==> src/rtl/ap_final_adder_8b.sv <==
// Final carry-propagate adder for an approximate multiplier: two-stage
// valid/ready pipeline with the carry chain cut at SPLIT. Optional macro AP_FINAL_SAT_EN.
module ap_final_adder_8b #(
  parameter int W     = 16,
  parameter int SPLIT = 8
) (
  input  logic         clk,
  input  logic         rst_n,
  input  logic         in_valid,
  output logic         in_ready,
  input  logic [W-1:0] row_a,
  input  logic [W-1:0] row_b,
  output logic         out_valid,
  input  logic         out_ready,
  output logic [W-1:0] prod,
  output logic         ovf
);

  localparam int HW = W - SPLIT;

  // Handshake: a transfer happens only in a cycle where valid && ready; a
  // producer holds valid/data until the transfer, ready never looks at valid.

  logic              s1_valid_q, s1_valid_d;
  logic [SPLIT-1:0]  s1_lo_q, s1_lo_d;
  logic              s1_c1_q, s1_c1_d;
  logic [HW-1:0]     s1_ua_q, s1_ua_d;
  logic [HW-1:0]     s1_ub_q, s1_ub_d;

  logic              s2_valid_q, s2_valid_d;
  logic [W-1:0]      prod_q, prod_d;
  logic              ovf_q, ovf_d;

  logic              s1_load;
  logic              s2_load;
  logic [SPLIT:0]    lo_sum;
  logic [HW:0]       hi_sum;

  always_comb begin
    s2_load    = !s2_valid_q || out_ready;
    s1_load    = !s1_valid_q || s2_load;

    lo_sum     = {1'b0, row_a[SPLIT-1:0]} + {1'b0, row_b[SPLIT-1:0]};
    hi_sum     = {1'b0, s1_ua_q} + {1'b0, s1_ub_q} + {{HW{1'b0}}, s1_c1_q};

    s1_valid_d = s1_valid_q;
    s1_lo_d    = s1_lo_q;
    s1_c1_d    = s1_c1_q;
    s1_ua_d    = s1_ua_q;
    s1_ub_d    = s1_ub_q;
    s2_valid_d = s2_valid_q;
    prod_d     = prod_q;
    ovf_d      = ovf_q;

    if (s1_load) begin
      s1_valid_d = in_valid;
      if (in_valid) begin
        s1_lo_d = lo_sum[SPLIT-1:0];
        s1_c1_d = lo_sum[SPLIT];
        s1_ua_d = row_a[W-1:SPLIT];
        s1_ub_d = row_b[W-1:SPLIT];
      end
    end

    // S2 data only moves when S2 is free to load, so a stalled result holds.
    if (s2_load) begin
      s2_valid_d = s1_valid_q;
      if (s1_valid_q) begin
        ovf_d  = hi_sum[HW];
`ifdef AP_FINAL_SAT_EN
        prod_d = hi_sum[HW] ? {W{1'b1}} : {hi_sum[HW-1:0], s1_lo_q};
`else
        prod_d = {hi_sum[HW-1:0], s1_lo_q};
`endif
      end
    end
  end

  always_ff @(posedge clk or negedge rst_n) begin
    if (!rst_n) begin
      s1_valid_q <= 1'b0;
      s1_lo_q    <= '0;
      s1_c1_q    <= 1'b0;
      s1_ua_q    <= '0;
      s1_ub_q    <= '0;
      s2_valid_q <= 1'b0;
      prod_q     <= '0;
      ovf_q      <= 1'b0;
    end else begin
      s1_valid_q <= s1_valid_d;
      s1_lo_q    <= s1_lo_d;
      s1_c1_q    <= s1_c1_d;
      s1_ua_q    <= s1_ua_d;
      s1_ub_q    <= s1_ub_d;
      s2_valid_q <= s2_valid_d;
      prod_q     <= prod_d;
      ovf_q      <= ovf_d;
    end
  end

  assign in_ready  = s1_load;
  assign out_valid = s2_valid_q;
  assign prod      = prod_q;
  assign ovf       = ovf_q;

endmodule

==> config.mk <==
export PLATFORM = sky130hd
export DESIGN_NAME = ap_final_adder_8b
export DESIGN_NICKNAME = d
export VERILOG_FILES = /design/src/rtl/ap_final_adder_8b.sv
export SDC_FILE = /design/constraint.sdc
export NUM_CORES = 1
export LEC_CHECK = 0
export ABC_AREA = 0
export ABC_CLOCK_PERIOD_IN_PS = 5900
export BUFFER_PORTS_ARGS = -buffer_cell sky130_fd_sc_hd__clkbuf_2
export CAP_MARGIN = 20
export CORE_MARGIN = 5
export CORE_UTILIZATION = 35
export CTS_BUF_LIST = sky130_fd_sc_hd__clkbuf_4 sky130_fd_sc_hd__clkbuf_8
export DETAILED_ROUTE_END_ITERATION = 16
export HOLD_SLACK_MARGIN = 0.08
export REMOVE_ABC_BUFFERS = 1
export SLEW_MARGIN = 25
export SYNTH_ARGS = -nofsm -noshare
export SYNTH_HDL_FRONTEND = slang
export SYNTH_SLANG_ARGS = --single-unit
==> constraint.sdc <==
create_clock -name clk -period 5.9 [get_ports clk]
set_clock_uncertainty 0.1 [all_clocks]
set_input_delay 1.18 -clock clk [delete_from_list [all_inputs] [get_ports clk]]
set_output_delay 1.18 -clock clk [all_outputs]
set_load 0.05 [all_outputs]
==> impl_metrics.py, run 1 <==
metrics = {
    "grt": {
        "grt_pass1_vias": 2036,
        "grt_use_total_pct": 12.9,
        "antenna_found_initial": 0,
        "grt_first_pass_wirelength_um": 8960,
        "grt_start_max_net_pins": 45,
        "globalRouteOverflowTotal": 0,
    },
    "routing": {
        "drt-wirelength-per-cell_um": 13.3,
        "detailedRoute.firstIterationViolations": 39,
        "dr_total_vias": 1936,
        "route.final.wire_length_um": 5100,
        "drt.antenna.violating_nets": 0,
        "drc": 0,
        "drt_pass1_iterations": 4,
        "avgViaCountPerCell": 5.04,
    },
    "flow_run": {
        "timing.max_cap.violations": 0,
    },
    "die": {
        "floorplan.initialDensity_pct": 36.5,
        "core_area_sq_mm": 0.00642,
        "die_area_sq_mm": 0.00843,
        "dieHeight_um": 91.8,
        "die_width_um": 91.8,
        "pin_count": 55,
        "std_cell_rows": 29,
    },
    "yosys": {
        "synth-warning-count": 0,
        "synth.ff_latch_count": 44,
        "syn_area_sq_mm": 0.00234,
        "ys.flop_type": "sky130_fd_sc_hd__dfrtp_1",
        "synth_cell_type_count": 47,
        "synth_xor_area_share_pct": 1.12,
        "synth_edf_count": 0,
        "fraction_of_the_yosys_area_taken_by_sequential_cells_pct": 47.0,
        "post_synthesis_async_set_or_reset_flop_share_pct": 100,
        "area_share_of_fa_ha_maj_cells_after_synthesis_pct": 10.6,
        "synth_compound_area_share_pct": 15.7,
        "yosys.area_share.simple_pct": 23.1,
        "largest_family_of_logic_cells_by_synthesized_area": "simple AND/OR/NAND/NOR gates",
        "syn-instance-count": 252,
        "mux_cell_area_share_after_synthesis_pct": 0,
        "synth_area_per_cell_sq_um": 9.29,
    },
    "timing": {
        "layout_worst_path_cycle_share_pct": 50.7,
        "worst_pin_slew_ns": 0.716,
        "final_critical_path_setup_slack_ns": 2.91,
        "grt_setup_unrepaired": "no",
        "final_max_slew_viol_count": 0,
        "slew_headroom_pct": 52.2,
        "post-route-min-period_ns": 2.99,
        "totalNegativeSetupSlack_ns": 0,
        "setup_viol_count_final": 0,
        "hold_viol_final": 0,
        "clock.fmax_mhz": 334,
        "hold_slack_ns": 0.366,
    },
    "setup_path": {
        "worst_setup_path_end_kind": "output port",
        "critPathRequiredTime_ns": 4.62,
        "critPathLaunchType": "input port",
        "cp_data_arrival_time_ns": 1.71,
        "reg2reg_from": "s1_c1_q",
        "timing.reg2reg.worst_path_depth": 6,
        "worst-path-max-fanout": 6,
        "critical_path_class": "input port to output port",
        "worstSetupStartpoint": "out_ready",
        "rr_endpoint": "ovf",
        "ff2ff_setup_slack_ns": 3.40,
    },
    "power_and_ir_drop": {
        "p_per_area_mw_per_mm2": 359,
        "power_leakage_nw": 1.44,
        "ir_worst_vdd_v": 0.000136,
    },
    "clocking": {
        "post-cts-setup-buffers": 0,
        "cts_sinks": 44,
        "cts-htree-levels": 2,
        "tritoncts_clock_tree": "built",
        "clk_root_buffer_cell": "sky130_fd_sc_hd__clkbuf_8",
        "post_cts_hold_buffer_count": 0,
        "later_pin_clock_latency_in_the_skew_report_ns": 0.29,
        "clk_path_buf_depth": 2,
        "cts-buffers-inserted": 5,
        "postCtsResizedCells": 0,
        "cts.reportedPaths.clkPinSlew_ns": 0.08,
    },
    "placement": {
        "place_worst_setup_slack_ns": 2.89,
        "port_buf_inserts": 54,
        "placedInstanceArea_sq_mm": 0.00268,
        "place_congestion": 0.858,
        "dp.final_hpwl_um": 3810,
    },
    "layout": {
        "final_cell_area_sq_mm": 0.00278,
        "nNetsFinal": 360,
        "area_growth_syn_to_layout_pct": 18.5,
        "layout_common_cells": "100 x sky130_fd_sc_hd__nand2_1, 53 x sky130_fd_sc_hd__clkbuf_2, 44 x sky130_fd_sc_hd__dfrtp_1, 15 x sky130_fd_sc_hd__ha_1, 7 x sky130_fd_sc_hd__o21ai_0",
        "antenna_diodes": 0,
        "post_route_cells_drive_above_1_share_pct": 23.1,
        "layout_commonest_cell": "sky130_fd_sc_hd__nand2_1",
    },
    "worst_hold_path": {
        "timing.hold.worst.class": "flip-flop to flip-flop",
        "worstHoldPathCells": 2,
        "min_delay_worst_endpoint": "prod[4]",
        "timing.hold.worst.start": "s1_lo_q[4]",
    },
    "outcome": {
        "outcome": "finished, final reports clean",
    },
}
## metrics by stage
step,cells,utilization [%],total power (W)
after global routing,384,43.2,0.00106
after CTS,384,43.2,0.00101
after global placement,376,41.7,0.000806
after floorplan,244,-,0.000705
final,384,43.2,0.000996
after detailed placement,376,41.7,0.000813
## synthesized netlist by cell type (2+ instances only)
master	n	area [sq um]
sky130_fd_sc_hd__a211o_1	2	17.5
sky130_fd_sc_hd__a211oi_1	2	15.0
sky130_fd_sc_hd__a21o_1	2	15.0
sky130_fd_sc_hd__a21oi_1	5	25.0
sky130_fd_sc_hd__buf_2	7	35.0
sky130_fd_sc_hd__dfrtp_1	44	1100
sky130_fd_sc_hd__fa_1	3	60.1
sky130_fd_sc_hd__ha_1	15	188
sky130_fd_sc_hd__inv_1	4	15.0
sky130_fd_sc_hd__nand2_1	100	375
sky130_fd_sc_hd__nand2b_1	3	18.8
sky130_fd_sc_hd__nand3_1	2	10.0
sky130_fd_sc_hd__nor2_1	3	11.3
sky130_fd_sc_hd__nor2b_1	3	18.8
sky130_fd_sc_hd__nor3_1	2	10.0
sky130_fd_sc_hd__nor4b_1	2	17.5
sky130_fd_sc_hd__o211ai_1	3	22.5
sky130_fd_sc_hd__o21a_1	5	37.5
sky130_fd_sc_hd__o21ai_0	7	35.0
sky130_fd_sc_hd__o311ai_1	2	17.5
sky130_fd_sc_hd__o31a_1	3	26.3
sky130_fd_sc_hd__o31ai_1	5	37.5
sky130_fd_sc_hd__or3_1	2	12.5
sky130_fd_sc_hd__or4_1	2	15.0
sky130_fd_sc_hd__xnor2_1	2	17.5
## critical path, stage by stage
cell                       delay, ns
sky130_fd_sc_hd__clkbuf_2       0.10
sky130_fd_sc_hd__nand3b_4       0.15
sky130_fd_sc_hd__clkbuf_2       0.28
## cells by family after synthesis
logic type	after synthesis
AOI/OAI and AO/OA	49
xor gates and xnor gates	3
adders and majority gates	18
buffers and inverters	13
DFF	44
and+or+nand+nor	125
## registers in the layout, indices dropped and copies added, names as in the netlist
| register | count |
|---|---|
| out_valid | 1 |
| ovf | 1 |
| prod | 16 |
| s1_c1_q | 1 |
| s1_lo_q | 8 |
| s1_ua_q | 8 |
| s1_ub_q | 8 |
| s1_valid_q | 1 |
## power breakdown
group | total (W) | switching, W | internal (W)
Clock | 0.000195 | 0.000102 | 0.0000935
Combinational | 0.000396 | 0.000275 | 0.000121
Sequential | 0.000404 | 0.0000374 | 0.000367
Total | 0.000996 | 0.000414 | 0.000581
## area by class of cell
cell class	count	area, sq um
inverters	5	18.8
clock inverters	2	10.0
repair buffers	55	280
clock buffers	6	82.6
flip-flops and latches	44	1100
well taps	77	96.3
multi-input cells	195	1190
fillers	672	3650
## worst max path at each step
stage	end	slack [ns]	cells past startpoint
4_1_cts	in_ready	2.90	3
3_5_place_dp	s1_lo_q[6]	2.89	7
2_1_floorplan	s1_lo_q[6]	3.08	6
3_3_place_gp	s1_lo_q[6]	2.91	7
5_1_grt	in_ready	2.87	3
6_report	in_ready	2.91	3
## per-layer routing
metal | GRT usage (%) | part of all wire, % | vias up
li1 | - | - | 973
met3 | 3.36 | 5.3 | 10
met2 | 22.0 | 48 | 43
met5 | 0 | 0 | -
met1 | 16.0 | 45 | 910
met4 | 4.08 | 1.7 | 0
No activity file was read; power rests on OpenSTA's default activity.
==> run 2, diff against run 1 <==
--- a/config.mk
+++ b/config.mk
@@ -6,7 +6,7 @@
 export NUM_CORES = 1
 export LEC_CHECK = 0
 export ABC_AREA = 0
-export ABC_CLOCK_PERIOD_IN_PS = 5900
+export ABC_CLOCK_PERIOD_IN_PS = 3100
 export BUFFER_PORTS_ARGS = -buffer_cell sky130_fd_sc_hd__clkbuf_2
 export CAP_MARGIN = 20
 export CORE_MARGIN = 5
==> constraint.sdc (replaced) <==
create_clock -name clk -period 3.1 [get_ports clk]
set_clock_uncertainty 0.1 [all_clocks]
set_input_delay 0.62 -clock clk [delete_from_list [all_inputs] [get_ports clk]]
set_output_delay 0.62 -clock clk [all_outputs]
set_load 0.05 [all_outputs]
==> run 2 against run 1 <==
Compared with the run above: power increased by 100%; register-to-register slack worse by 2.7 ns; core utilization rose by 0.92 points; routed wire length up 2.9%; sequential share of layout area is 0.82 points lower; non-clock buffer count rose by 4; flip-flop and latch count is the same; clock-buffer cell count increased by 1; die area stayed put; setup slack lost 2.2 ns; first-iteration DRC count rose to 2.6 times the previous value; final cell count is 1.0% higher; critical path type is now flip-flop to flip-flop; largest power group unchanged.
==> impl_metrics.py, run 2 (synthesis gave the netlist of run 1 again) <==
metrics = {
    "layout": {
        "post_route_cells_drive_above_1_share_pct": 23.8,
        "layout_commonest_cell": "sky130_fd_sc_hd__nand2_1",
        "layout_common_cells": "100 x sky130_fd_sc_hd__nand2_1, 54 x sky130_fd_sc_hd__clkbuf_2, 44 x sky130_fd_sc_hd__dfrtp_1, 15 x sky130_fd_sc_hd__ha_1",
        "largest_reg_flops": 16,
        "nNetsFinal": 364,
        "final_cell_area_sq_mm": 0.00283,
        "nFillCells": 656,
        "antenna_diodes": 0,
        "post_layout_nonfiller_instances": 388,
        "area_growth_syn_to_layout_pct": 21.0,
    },
    "timing": {
        "grt_setup_unrepaired": "no",
        "clock.fmax_mhz": 414,
        "hold_slack_ns": 0.323,
        "setup_viol_count_final": 0,
        "layout_worst_path_cycle_share_pct": 78.0,
        "worst_pin_slew_ns": 0.852,
        "final_critical_path_setup_slack_ns": 0.682,
        "final_max_slew_viol_count": 0,
        "totalNegativeSetupSlack_ns": 0,
        "post-route-min-period_ns": 2.42,
        "slew_headroom_pct": 43.2,
        "hold_viol_final": 0,
    },
    "clocking": {
        "cts_sinks": 44,
        "clk_root_buffer_cell": "sky130_fd_sc_hd__clkbuf_8",
        "tritoncts_clock_tree": "built",
        "cts.reportedPaths.clkPinSlew_ns": 0.08,
        "post_cts_hold_buffer_count": 0,
        "later_pin_clock_latency_in_the_skew_report_ns": 0.29,
        "cts-buffers-inserted": 5,
        "post-cts-setup-buffers": 0,
        "postCtsResizedCells": 0,
        "cts-htree-levels": 2,
        "clk_path_buf_depth": 2,
    },
    "placement": {
        "placedCellCount": 380,
        "place_worst_setup_slack_ns": 0.655,
        "port_buf_inserts": 54,
        "dp.final_hpwl_um": 4030,
        "placedInstanceArea_sq_mm": 0.00271,
        "place_congestion": 0.897,
    },
    "die": {
        "die_area_sq_mm": 0.00843,
        "dieHeight_um": 91.8,
        "pin_count": 55,
        "die_width_um": 91.8,
        "floorplan.initialDensity_pct": 36.5,
        "core_area_sq_mm": 0.00642,
        "std_cell_rows": 29,
    },
    "routing": {
        "route.final.wire_length_um": 5250,
        "avgViaCountPerCell": 4.96,
        "drt-wirelength-per-cell_um": 13.5,
        "dr_total_vias": 1926,
        "drt_pass1_iterations": 4,
        "drc": 0,
        "detailedRoute.firstIterationViolations": 100,
        "drt.antenna.violating_nets": 0,
    },
    "setup_path": {
        "ff2ff_setup_slack_ns": 0.68,
        "critical_path_class": "flip-flop to flip-flop",
        "critPathLaunchType": "flip-flop",
        "worst_setup_path_end_kind": "flip-flop",
        "worst-path-max-fanout": 3,
        "critPathRequiredTime_ns": 3.18,
        "cp_data_arrival_time_ns": 2.50,
    },
    "grt": {
        "antenna_found_initial": 0,
        "grt_use_total_pct": 13.1,
        "grt_start_max_net_pins": 35,
        "grt_pass1_vias": 1970,
        "globalRouteOverflowTotal": 0,
        "grt_first_pass_wirelength_um": 9060,
    },
    "power_and_ir_drop": {
        "power_leakage_nw": 1.47,
        "ir_worst_vdd_v": 0.000179,
        "p_per_area_mw_per_mm2": 709,
    },
    "outcome": {
        "outcome": "finished, final reports clean",
    },
    "worst_hold_path": {
        "timing.hold.worst.class": "input port to asynchronous set/reset pin",
    },
    "flow_run": {
        "timing.max_cap.violations": 0,
    },
}
[run 2: cell types whose count changed in the layout (fill, tap and decap cells not counted)]
cell and change:
sky130_fd_sc_hd__clkbuf_2 +1, sky130_fd_sc_hd__clkinv_2 -2, sky130_fd_sc_hd__nor2_2 -1, sky130_fd_sc_hd__clkbuf_8 +1
sky130_fd_sc_hd__buf_4 +4, sky130_fd_sc_hd__bufinv_16 +1, sky130_fd_sc_hd__clkbuf_4 -1, sky130_fd_sc_hd__nor2_1 +1
[run 2: worst max-delay path, cell delays in order (launching register included)]
cell and delay (ns):
sky130_fd_sc_hd__dfrtp_1 0.41, sky130_fd_sc_hd__fa_1 0.50, sky130_fd_sc_hd__fa_1 0.44, sky130_fd_sc_hd__a21oi_2 0.18, sky130_fd_sc_hd__o21ai_0 0.14, sky130_fd_sc_hd__o31a_1 0.27, sky130_fd_sc_hd__o31a_1 0.27
[run 2: power breakdown]
group / switching [W] / leakage [nW] / total (W) / internal [W]
clock: 0.000191 / 0.0645 / 0.000475 / 0.000284
combinational: 0.000526 / 0.868 / 0.000761 / 0.000235
sequential: 0.0000730 / 0.538 / 0.000772 / 0.000699
[run 2: final cells by class]
class / instances / area [sq um] / share of cell area [%]
Multi-Input combinational cell: 195 / 1180 / 41.8
Tap cell: 77 / 96.3 / 3.40
Inverter: 5 / 18.8 / 0.662
Clock buffer: 7 / 96.3 / 3.40
Clock inverter: 1 / 30.0 / 1.06
Sequential cell: 44 / 1100 / 38.9
Timing Repair Buffer: 59 / 308 / 10.9
[run 2: layer usage]
metal / GRT usage [%] / up-vias / wire, um
li1: - / 985 / -
met1: 15.8 / 888 / 2310
met2: 22.5 / 43 / 2530
met3: 4.26 / 10 / 329
met4: 3.96 / 0 / 79
met5: 0 / - / 0
[run 2: worst paths after layout]
check,start,endpoint,cells past startpoint
worst max register to register,s1_c1_q,ovf,6
worst min register to register,s1_lo_q[1],prod[1],2
worst min-delay path,rst_n,s1_ua_q[7],1
max in group asynchronous,rst_n,prod[0],2
worst max-delay path,s1_c1_q,ovf,6
min in group clk,s1_lo_q[1],prod[1],2
[run 2: through the flow]
step | util, % | total power [W]
4_1_cts | 44.1 | 0.00204
3_3_place_gp | 42.2 | 0.00154
5_1_grt | 44.1 | 0.00214
2_1_floorplan | - | 0.00134
6_report | 44.1 | 0.00201
3_5_place_dp | 42.2 | 0.00156
